$ cat src/rtl/sdram_arbiter.sv
// N-channel request arbiter in front of a single-port SDRAM controller.
// Latches request strobes, grants one access at a time and passes HPS download through.
module sdram_arbiter #(
  parameter int NUM_CH = 4,
  parameter int AW     = 25,
  parameter bit RR_EN  = 1'b0
) (
  input  logic                 clk_sys,
  input  logic                 RESET,
  input  logic [NUM_CH-1:0]    ch_req,
  input  logic [NUM_CH-1:0]    ch_en,
  input  logic [NUM_CH-1:0]    ch_we,
  input  logic [NUM_CH-1:0]    ch_burst,
  input  logic [NUM_CH*AW-1:0] ch_addr,
  input  logic [NUM_CH*16-1:0] ch_wdata,
  input  logic [NUM_CH*2-1:0]  ch_be,
  output logic [NUM_CH-1:0]    ch_ack,
  output logic [NUM_CH-1:0]    ch_ovf,
  output logic [63:0]          rdata,
  input  logic                 ioctl_download,
  input  logic [AW-1:0]        ioctl_addr,
  input  logic [15:0]          ioctl_dout,
  output logic [AW-1:0]        sdram_addr,
  output logic [15:0]          sdram_din,
  output logic [1:0]           wtbt,
  output logic                 SDRAM_WR_PULSE,
  output logic                 SDRAM_RD_PULSE,
  output logic                 SDRAM_RD_TYPE,
  input  logic                 sdram_ready,
  input  logic [63:0]          sdram_dout
);

  localparam int unsigned IW = (NUM_CH > 1) ? $clog2(NUM_CH) : 1;

  typedef enum logic [1:0] {ST_IDLE, ST_ISSUE, ST_WAIT} state_t;

  state_t            state, state_n;
  logic [IW-1:0]     grant, grant_n, ptr, ptr_n, win, cand;
  logic              win_found;
  logic [NUM_CH-1:0] pend, pend_we, pend_burst, pend_clr, busy, accept, ack_n;
  logic              cur_we, cur_we_n, ready_q, done, load_rdata;
  logic              wr_n, rd_n, rd_type_n;

  logic [AW-1:0]     addr_a  [NUM_CH];
  logic [15:0]       wdata_a [NUM_CH];
  logic [1:0]        be_a    [NUM_CH];

  for (genvar g = 0; g < NUM_CH; g++) begin : g_unpack
    assign addr_a[g]  = ch_addr[g*AW +: AW];
    assign wdata_a[g] = ch_wdata[g*16 +: 16];
    assign be_a[g]    = ch_be[g*2 +: 2];
  end

  // Winner search: lowest index, or rotating start just after the last winner
  always_comb begin
    win       = '0;
    win_found = 1'b0;
    cand      = '0;
    for (int k = 0; k < NUM_CH; k++) begin
      if (RR_EN) cand = IW'((int'(ptr) + k + 1) % NUM_CH);
      else       cand = IW'(k);
      if (!win_found && pend[cand]) begin
        win_found = 1'b1;
        win       = cand;
      end
    end
  end

  // FSM next state and registered-output next values
  always_comb begin
    state_n    = state;
    grant_n    = grant;
    ptr_n      = ptr;
    cur_we_n   = cur_we;
    pend_clr   = '0;
    ack_n      = '0;
    done       = 1'b0;
    load_rdata = 1'b0;
    wr_n       = 1'b0;
    rd_n       = 1'b0;
    rd_type_n  = SDRAM_RD_TYPE;
    case (state)
      ST_IDLE: begin
        if (win_found && sdram_ready && !ioctl_download) begin
          pend_clr[win] = 1'b1;
          if (ch_en[win]) begin
            grant_n   = win;
            ptr_n     = win;
            cur_we_n  = pend_we[win];
            wr_n      = pend_we[win];
            rd_n      = ~pend_we[win];
            rd_type_n = pend_burst[win] & ~pend_we[win];
            state_n   = ST_ISSUE;
          end
        end
      end
      ST_ISSUE: state_n = ST_WAIT;
      ST_WAIT: begin
        // A level already high on entry is not a completion; only a fresh rise is
        if (sdram_ready && !ready_q) begin
          done         = 1'b1;
          ack_n[grant] = 1'b1;
          load_rdata   = ~cur_we;
          rd_type_n    = 1'b0;
          state_n      = ST_IDLE;
        end
      end
      default: state_n = ST_IDLE;
    endcase
  end

  // Channel in service until its completion cycle, so a request then is accepted
  always_comb begin
    busy = '0;
    if (state == ST_ISSUE || (state == ST_WAIT && !done)) busy[grant] = 1'b1;
  end

  assign accept = ch_req & ~pend & ~busy;

  always_ff @(posedge clk_sys) begin
    if (RESET) begin
      state          <= ST_IDLE;
      grant          <= '0;
      ptr            <= IW'(NUM_CH - 1);
      cur_we         <= 1'b0;
      ready_q        <= 1'b0;
      pend           <= '0;
      pend_we        <= '0;
      pend_burst     <= '0;
      ch_ack         <= '0;
      ch_ovf         <= '0;
      rdata          <= '0;
      SDRAM_WR_PULSE <= 1'b0;
      SDRAM_RD_PULSE <= 1'b0;
      SDRAM_RD_TYPE  <= 1'b0;
    end else begin
      state          <= state_n;
      grant          <= grant_n;
      ptr            <= ptr_n;
      cur_we         <= cur_we_n;
      ready_q        <= sdram_ready;
      pend           <= (pend & ~pend_clr) | accept;
      pend_we        <= (pend_we & ~accept) | (ch_we & accept);
      pend_burst     <= (pend_burst & ~accept) | (ch_burst & accept);
      ch_ack         <= ack_n;
      ch_ovf         <= ch_req & (pend | busy);
      SDRAM_WR_PULSE <= wr_n;
      SDRAM_RD_PULSE <= rd_n;
      SDRAM_RD_TYPE  <= rd_type_n;
      if (load_rdata) rdata <= sdram_dout;
    end
  end

  // Controller-side mux; download traffic takes the bus unconditionally
  always_comb begin
    sdram_addr = '0;
    sdram_din  = '0;
    wtbt       = 2'b11;
    if (ioctl_download) begin
      sdram_addr = ioctl_addr;
      sdram_din  = ioctl_dout;
    end else if (state != ST_IDLE) begin
      sdram_addr = addr_a[grant];
      if (cur_we) begin
        sdram_din = wdata_a[grant];
        wtbt      = be_a[grant];
      end
    end
  end

endmodule

$ cat config.mk
export PLATFORM = sky130hd
export DESIGN_NAME = sdram_arbiter
export DESIGN_NICKNAME = d
export VERILOG_FILES = /design/src/rtl/sdram_arbiter.sv
export SDC_FILE = /design/constraint.sdc
export NUM_CORES = 1
export LEC_CHECK = 0
export CORE_AREA = 2 2 162 164
export DETAILED_ROUTE_END_ITERATION = 16
export DIE_AREA = 0 0 164 166
export DONT_BUFFER_PORTS = 1
export HOLD_SLACK_MARGIN = 0.15
export PLACE_DENSITY_LB_ADDON = 0.2
export RECOVER_POWER = 25
export SYNTH_ARGS = -nofsm -noshare
export SYNTH_HDL_FRONTEND = slang
export SYNTH_SLANG_ARGS = --single-unit
$ cat constraint.sdc
create_clock -name clk_sys -period 4.55 [get_ports clk_sys]
set_input_delay 0.455 -clock clk_sys [delete_from_list [all_inputs] [get_ports clk_sys]]
set_output_delay 0.455 -clock clk_sys [all_outputs]
set_load 0.01 [all_outputs]
==> out/results.txt, run 1 <==
Outcome - finished clean
Post-CTS Setup Bufs - 0
Vias in the first global route - 4172
Detail Placement HPWL - 16700 µm
Mux share of post-synthesis cell area - 21.7%
Setup_tns - 0 ns
Worst path arrival time - 2.31 ns
Die Height - 166 µm
Clk slew on worst S/H paths - 0.08 ns
Fin Clk Skew - 0.0198 ns
Max incr delay on CP - 0.92 ns
Synth cell types - 35
F_max - 362 MHz
Pre-CTS WS - 2.15 ns
# DRC - 0
XOR/XNOR share of the synthesized area - 0%
Gate Count Post-Synth - 520
DRT antenna net count - 0
PD cells - 332 nW/µm²
Die outline width - 164 µm
Final Wtd Congestion - 0.832
Largest net degree at the start of global routing - 69
Core ar. - 25600 µm²
Synth top cells by count - nand2_1 (136), dfxtp_1 (93), a21oi_1 (80)
Worst-Skew Late Latency - 0.36 ns
Die Area - 27200 µm²
Routed vias - 4198
First DRT Iteration DRCs - 227
Synth area leader - dfxtp_1
CTS Sinks - 93
CTS Hold Bufs - 2
Post-detailed-route wirelength per cell - 25.6 µm
Yosys warning total - 0
Kind of critical path - reg -> out
Initial Utilization - 18.7%
Setup violators final - 0
Non-filler cells, final - 836
LEAKAGE - 1.59 nW
Placed cells - 809
Complex-gate fraction of the synthesized area - 18.3%
CTS root buffer - clkbuf_16
Startpoint types - flop
Port buffer count - 0
Final worst slack - 1.79 ns
Tmin final - 2.76 ns
Mapped cell area - 4790 µm²
Adder-Cell Fraction of Synth Area - 0%
Critical Path Slowest Stage Cell - dfxtp_4
CTS tree - built
Mean Syn Cell Area - 9.22 µm²
CTS Buffer Depth - 2
Total grt overflow - 0
Layout cells sized above 1 - 14.1%
Final Hold Vio Count - 0
Tcrit/Tclk final - 60.7%
First-pass GRT wire length - 28600 µm
Worst-margin pin slew - 1.01 ns
Main combinational cell family by area after synthesis - multiplexers
Worst hold path type - in -> reg
Cell Chain, Critical Path - mux4_2 > a32o_1
Pins Over Slew Limit - 0
EDFF count, synth - 0
Cell Rows - 59
Share of the synthesized area in the top cell type - 38.8%
Setup crit end kind - output port
GRT Resource Usage Total - 14.5%
TritonCTS buffer count - 9
Routed vias/inst - 5.02
Util after Layout - 21.2%
Area delta synth->final - 13.2%
Yosys reg bits - 93
IO Pins - 415
Worst Path Max Fanout - 51
Nets@finish - 787
PostCTS Resize Cnt - 0
Critical Path RT - 4.09 ns
Number of max-cap violations - 0
Total chip power - 1.80 mW
Post-Synth Simple-Gate Area - 16.9%
Initial antenna violation count - 14
Total wire length - 21400 µm
VDD IR-drop max - 0.168 mV
Main area contributors after synthesis - dfxtp_1 (39%), mux4_2 (20%), nand2_1 (11%), a21oi_1 (8.4%), a22o_1 (4.6%)
Sequential share of the synthesized area - 38.8%
Worst rel slew slack - 32.6%
Syn Nets - 817
RSZ-0062 raised after global routing - false
Most common cell in the netlist - nand2_1
FFs w/ async S/R, synth - 0%
CTS H-tree lvls - 3
DRT Pass-1 Iters - 7
Top FF cell, synth - dfxtp_1
## report_power, final
part           total, mW  internal, mW  switching (mW)
combinational      0.185        0.0961          0.0889
clock              0.752         0.388           0.365
sequential         0.865         0.831          0.0338
## sequential cells by signal (all words and copies together), names as in the netlist, named ones only
| name | flops |
|---|---|
| pend | 4 |
| ch_ovf | 4 |
| SDRAM_RD_TYPE | 1 |
| state | 2 |
| grant | 2 |
| ch_ack | 4 |
| rdata | 64 |
| cur_we | 1 |
| SDRAM_WR_PULSE | 1 |
| ready_q | 1 |
| SDRAM_RD_PULSE | 1 |
## cell families (layout without fill, tap and decap cells)
kind of cell | count (synthesis) | count (layout)
simple gates | 190 | 190
flops | 93 | 93
buf+inv | 53 | 28
mux | 50 | 50
other cells | 0 | 6
compound gates | 134 | 134
## layer usage
metal	GRT usage [%]	part of all wire [%]	vias up
li1	-	-	1825
met1	14.9	35	2010
met4	4.88	2.3	10
met3	6.97	12	43
met5	0	0.32	-
met2	25.7	50	310
## stage by stage
step                hold slack [ns]  cell area [µm²]
floorplan                     0.436             4790
global placement              0.452             5070
detailed placement            0.459             5070
CTS                           0.151             5380
global route                  0.150             5430
finish                        0.185             5430
## cell type report
class / count / area [µm²]
diodes: 6 / 15.0
clock buffers: 10 / 229
clock inverters: 6 / 67.6
fillers: 2811 / 20200
inverters: 4 / 15.0
multi-input cells: 374 / 2740
flip-flops and latches: 93 / 1870
well taps: 335 / 419
repair buffers: 8 / 72.6
## worst paths after layout
path,from,to,slack (ns),cells after the start
max reg2reg,cur_we,rdata[3],2.30,4
min,RESET,ch_ovf[1],0.19,1
max,grant[0],sdram_din[12],1.79,2
min reg2reg,flop,flop,0.47,2
## critical path: cells and delay by family, from the launching register on
family / cells / cell delay, ns
flip-flops: 1 / 0.92
AO/OA/AOI/OAI: 1 / 0.34
multiplexers: 1 / 0.60
## cells in the final DEF (no fill, tap or decap), types with 3 or more instances in the layout
cell type      count
inv_1              4
nor3_1             4
nor2_1            17
nand2_1          136
a21oi_1           80
a22o_1            25
mux2i_1            7
inv_6              3
dlygate4sd3_1      5
dfxtp_1           91
nor2b_1            9
buf_4              3
nor3b_1            3
diode_2            6
nand3_1            3
a32o_1            16
clkbuf_16          9
nand2b_1           5
mux4_2            43
No activity file was read; power rests on OpenSTA's default activity.
==> run 2: changes to the inputs <==
Clock period 4.55 ns to 2.7 ns, I/O delays scaled along.
==> run 2 against run 1 <==
Net effect: register-to-register slack worse by 1.8 ns; critical path depth up 1; sequential share of layout area decreased by 4.5 points; count of clock-buffer cells in the layout down 1; non-clock buffer count up 78; combinational power up 140%; first-iteration DRC count rose by 17%; clock power grew 77%; global-route usage is 0.45 points lower; power is 78% higher; flip-flop and latch count unchanged; clock skew is 0.0018 ns lower; critical endpoint is now sdram_din[0]; highest routed layer unchanged.
==> out/results.txt, run 2 (synthesized netlist as in run 1, its figures left out) <==
Worst rel slew slack - 49.5%
Cell Rows - 59
Total grt overflow - 0
Detail Placement HPWL - 16000 µm
Most flop-heavy register - rdata
Total wire length - 20500 µm
Clk slew on worst S/H paths - 0.07 ns
Worst hold path type - in -> reg
Most common cell after layout, fill and taps aside - nand2_1
Kind of critical path - reg -> out
Die Height - 166 µm
Post-detailed-route wirelength per cell - 22.3 µm
Worst-margin pin slew - 0.753 ns
F_max - 440 MHz
Die outline width - 164 µm
First DRT Iteration DRCs - 265
Final Wtd Congestion - 0.843
Die Area - 27200 µm²
Vias in the first global route - 4647
Outcome - finished clean
Worst Path Max Fanout - 25
Nets@finish - 865
First-pass GRT wire length - 28500 µm
Port buffer count - 0
Largest net degree at the start of global routing - 90
IO Pins - 415
Worst path arrival time - 2.00 ns
Setup crit end kind - output port
GRT Resource Usage Total - 14.1%
Setup_tns - 0 ns
Util after Layout - 24.4%
Hold Crit Depth - 3
Startpoint types - flop
Pins Over Slew Limit - 0
Critical Path RT - 2.43 ns
CTS tree - built
Final Hold Vio Count - 0
# DRC - 0
Layout cells sized above 1 - 13.4%
PD cells - 513 nW/µm²
Most frequent cells in the layout - nand2_1 (136), dfxtp_1 (91), a21oi_1 (80), dlygate4sd3_1 (77), mux4_2 (43)
CTS Sinks - 93
RSZ-0062 raised after global routing - false
Max reg flops - 64
Tcrit/Tclk final - 84.2%
VDD IR-drop max - 0.360 mV
CTS Buffer Depth - 2
CTS root buffer - clkbuf_16
CTS H-tree lvls - 3
Routed vias/inst - 4.90
Initial Utilization - 18.7%
Number of max-cap violations - 0
Fin Clk Skew - 0.0180 ns
DRT Pass-1 Iters - 5
Tmin final - 2.27 ns
Core ar. - 25600 µm²
Routed vias - 4497
Cells on worst reg2reg path - 6
Initial antenna violation count - 17
LEAKAGE - 1.94 nW
DRT antenna net count - 0
Worst-Skew Late Latency - 0.35 ns
Area delta synth->final - 30.3%
Setup violators final - 0
TritonCTS buffer count - 9
## run 2: cell types whose count changed in the layout (fill, tap and decap cells not counted)
cell and change:
dlygate4sd3_1 +72, buf_16 +1, diode_2 +3, inv_8 +1
buf_4 +4, clkbuf_1 -1, inv_6 -1, inv_12 +1
buf_12 +1
## run 2: path summary, 6_finish.rpt
kind	startpoint	end	slack [ns]
worst max-delay path	grant[0]	sdram_din[0]	0.43
worst min-delay path	ioctl_download	pend[0]	0.25
worst max register to register	cur_we	rdata[2]	0.51
worst min register to register	flop	flop	0.48
## run 2: worst max-delay path, stage by stage (launching register included)
cell     delay [ns]
dfxtp_4        0.52
buf_12         0.26
mux4_2         0.52
a32o_1         0.34
## run 2: power breakdown
| group | leakage, nW | internal (mW) | switching [mW] | total, mW |
|---|---|---|---|---|
| Combinational | 1.04 | 0.239 | 0.202 | 0.441 |
| Clock | 0.151 | 0.669 | 0.658 | 1.33 |
| Sequential | 0.754 | 1.40 | 0.0400 | 1.44 |
## run 2: timing repair
action	4_1_cts	5_1_grt
endpoints found under the setup margin	0	0
hold endpoints to repair	89	0
buffers inserted	0	0
gates resized for setup	0	0
hold buffers	78	0
## run 2: area by class of cell
type | count | area, µm²
Fill cell | 2700 | 19400
Multi-Input combinational cell | 374 | 2740
Sequential cell | 93 | 1870
Timing Repair Buffer | 86 | 871
Tap cell | 335 | 419
Clock buffer | 9 | 225
Clock inverter | 7 | 86.3
Antenna cell | 9 | 22.5
Inverter | 4 | 15.0
## run 2: per-layer routing
metal | wire length (µm) | GRT usage [%]
met1 | 7110 | 14.8
met2 | 10100 | 24.5
met3 | 2600 | 6.44
met4 | 481 | 5.23
met5 | 133 | 0
## run 2: metrics by stage
stage | power [mW] | cell area (µm²) | setup slack, ns | cells | hold slack [ns]
after floorplan | 1.75 | 4790 | 0.740 | 520 | 0.398
after global placement | 1.79 | 5120 | 0.786 | 814 | 0.347
after detailed placement | 1.79 | 5120 | 0.767 | 814 | 0.347
after CTS | 3.26 | 6230 | 0.405 | 908 | 0.220
after global routing | 3.37 | 6240 | 0.319 | 914 | 0.253
final | 3.21 | 6250 | 0.427 | 917 | 0.248
==> run 3: changes to the inputs <==
Settings changed: ABC_AREA from default to 1, CORE_AREA 2 2 162 164 to 2 2 160 162, DIE_AREA 0 0 164 166 to 0 0 162 164.
Clock period 2.7 ns to 2.2 ns, I/O delays scaled along.
==> run 3 against run 2 <==
Net effect: wire length rose by 4.0%; critical path type unchanged; die area decreased by 2.4%; setup slack lost 0.25 ns; global-route usage grew 0.86 points; power increased by 29%; register-to-register slack gained 0.04 ns; largest power group unchanged.
==> out/results.txt, run 3 <==
Outcome - finished clean
Post-detailed-route wirelength per cell - 18.4 µm
CTS Sinks - 93
Complex-gate fraction of the synthesized area - 20.6%
Max reg flops - 64
Synth top cells by count - nand2_1 (156), nor2_1 (156), dfxtp_1 (93)
Startpoint types - flop
Worst hold path type - in -> reg
Adder-Cell Fraction of Synth Area - 0%
Total grt overflow - 0
Total chip power - 4.14 mW
Syn Nets - 1039
Worst-Skew Late Latency - 0.34 ns
Synth cell types - 30
Worst Path Max Fanout - 29
Tmin final - 2.03 ns
Area delta synth->final - 32.1%
First DRT Iteration DRCs - 221
Vias in the first global route - 5214
CTS H-tree lvls - 3
F_max - 494 MHz
Worst path arrival time - 1.81 ns
Kind of critical path - reg -> out
Area post-placement - 5410 µm²
Die outline width - 162 µm
Synth area leader - dfxtp_1
EDFF count, synth - 0
CTS Buffer Depth - 2
Mapped cell area - 4940 µm²
Setup crit end kind - output port
# DRC - 0
DRT Pass-1 Iters - 4
CTS root buffer - clkbuf_16
Tcrit/Tclk final - 92.1%
Mux share of post-synthesis cell area - 0%
Mean Syn Cell Area - 6.66 µm²
Nets@finish - 1117
Pins Over Slew Limit - 0
Clk slew on worst S/H paths - 0.07 ns
Die Area - 26600 µm²
Core ar. - 24800 µm²
Setup violators final - 0
IO Pins - 415
Final Wtd Congestion - 0.864
RSZ-0062 raised after global routing - false
Main area contributors after synthesis - dfxtp_1 (38%), nand2_1 (12%), nor2_1 (12%), o21ai_1 (7.4%), a22oi_1 (6.2%)
First-pass GRT wire length - 30100 µm
Share of the synthesized area in the top cell type - 37.7%
VDD IR-drop max - 0.330 mV
Setup_tns - 0 ns
Largest net degree at the start of global routing - 65
Detail Placement HPWL - 16500 µm
Total wire length - 21300 µm
Most frequent cells in the layout - nand2_1 (156), nor2_1 (156), dfxtp_1 (93), dlygate4sd3_1 (78), o21ai_1 (74)
Critical Path RT - 1.98 ns
Util after Layout - 26.3%
Routed vias - 5327
Post-Synth Simple-Gate Area - 33.0%
Final worst slack - 0.175 ns
Port buffer count - 0
TritonCTS buffer count - 9
Main combinational cell family by area after synthesis - simple AND/OR/NAND/NOR gates
Top FF cell, synth - dfxtp_1
Initial Utilization - 19.9%
Most flop-heavy register - rdata
XOR/XNOR share of the synthesized area - 0%
Routed vias/inst - 4.60
CTS tree - built
Sequential share of the synthesized area - 37.7%
LEAKAGE - 2.57 nW
Worst-margin pin slew - 0.727 ns
PD cells - 633 nW/µm²
GRT Resource Usage Total - 14.9%
Initial antenna violation count - 6
Yosys reg bits - 93
Final Hold Vio Count - 0
Fin Clk Skew - 0.00805 ns
Final Instance Area - 6530 µm²
DRT antenna net count - 0
Pre-CTS WS - 0.412 ns
Die Height - 164 µm
Fill count - 2809
Yosys warning total - 0
Layout cells sized above 1 - 9.47%
Worst rel slew slack - 51.6%
Cell Rows - 58
Gate Count Post-Synth - 742
FFs w/ async S/R, synth - 0%
Number of max-cap violations - 0
-- run 3: cell types whose count changed in the layout (fill, tap and decap cells not counted), sizes merged, moves of 25 or more --
cell,delta
buf,+27
a22o,-25
inv,+33
o21ai,+117
mux4,-43
nand2,+26
a22oi,+41
a21oi,-69
and3,+41
nor2,+143
-- run 3: cells by family after synthesis --
group / after synthesis
AOI/OAI and AO/OA: 178
DFF: 93
buffers and inverters: 88
and+or+nand+nor: 383
-- run 3: what timing repair did --
item | CTS | global route
endpoints found under the hold margin | 89 | 0
setup buffers | 0 | 0
resized for setup | 0 | 2
endpoints found under the setup margin | 0 | 4
hold buffers | 78 | 0
-- run 3: per-layer routing --
layer | global-route usage [%] | wire (µm)
met1 | 15.9 | 7970
met2 | 25.9 | 10100
met3 | 6.11 | 2300
met4 | 6.52 | 803
met5 | 1.89 | 92
-- run 3: worst max-delay path, stage by stage, from the launching register on --
cell and delay (ns):
dfxtp_1 0.32, inv_1 0.09, nand2_1 0.09, inv_2 0.13
buf_12 0.19, nand2_1 0.14, and3_1 0.19, o21ai_1 0.13
buf_4 0.16
-- run 3: cell type report --
| cell class | instances | area [µm²] | area share, % |
|---|---|---|---|
| antenna | 4 | 10.0 | 0.153 |
| clock inverter | 6 | 97.6 | 1.49 |
| clock buffer | 9 | 225 | 3.45 |
| multi-input combinational | 561 | 2650 | 40.6 |
| tap | 330 | 413 | 6.32 |
| timing repair buffer | 114 | 1120 | 17.1 |
| sequential | 93 | 1860 | 28.5 |
| inverter | 41 | 155 | 2.38 |
-- run 3: worst paths after layout --
check / startpoint / to / slack [ns] / cells past startpoint
worst max-delay path: grant[0] / sdram_din[4] / 0.17 / 8
worst max register to register: state[1] / rdata[16] / 0.55 / 8
worst min register to register: grant[1] / grant[1] / 0.50 / 2
worst min-delay path: ch_req[0] / pend[0] / 0.17 / 4
-- run 3: power breakdown --
part	leakage, nW	total [mW]	internal (mW)	switching (mW)
clock network	0.158	1.71	1.00	0.704
registers	0.754	1.78	1.73	0.0528
logic	1.66	0.643	0.301	0.342
total	2.57	4.14	3.04	1.10
-- run 3: through the flow --
stage	hold WS, ns	instances
6_report	0.173	1158
5_1_grt	0.193	1158
4_1_cts	0.156	1154
3_5_place_dp	0.293	1061
3_3_place_gp	0.293	1061
2_1_floorplan	0.348	742
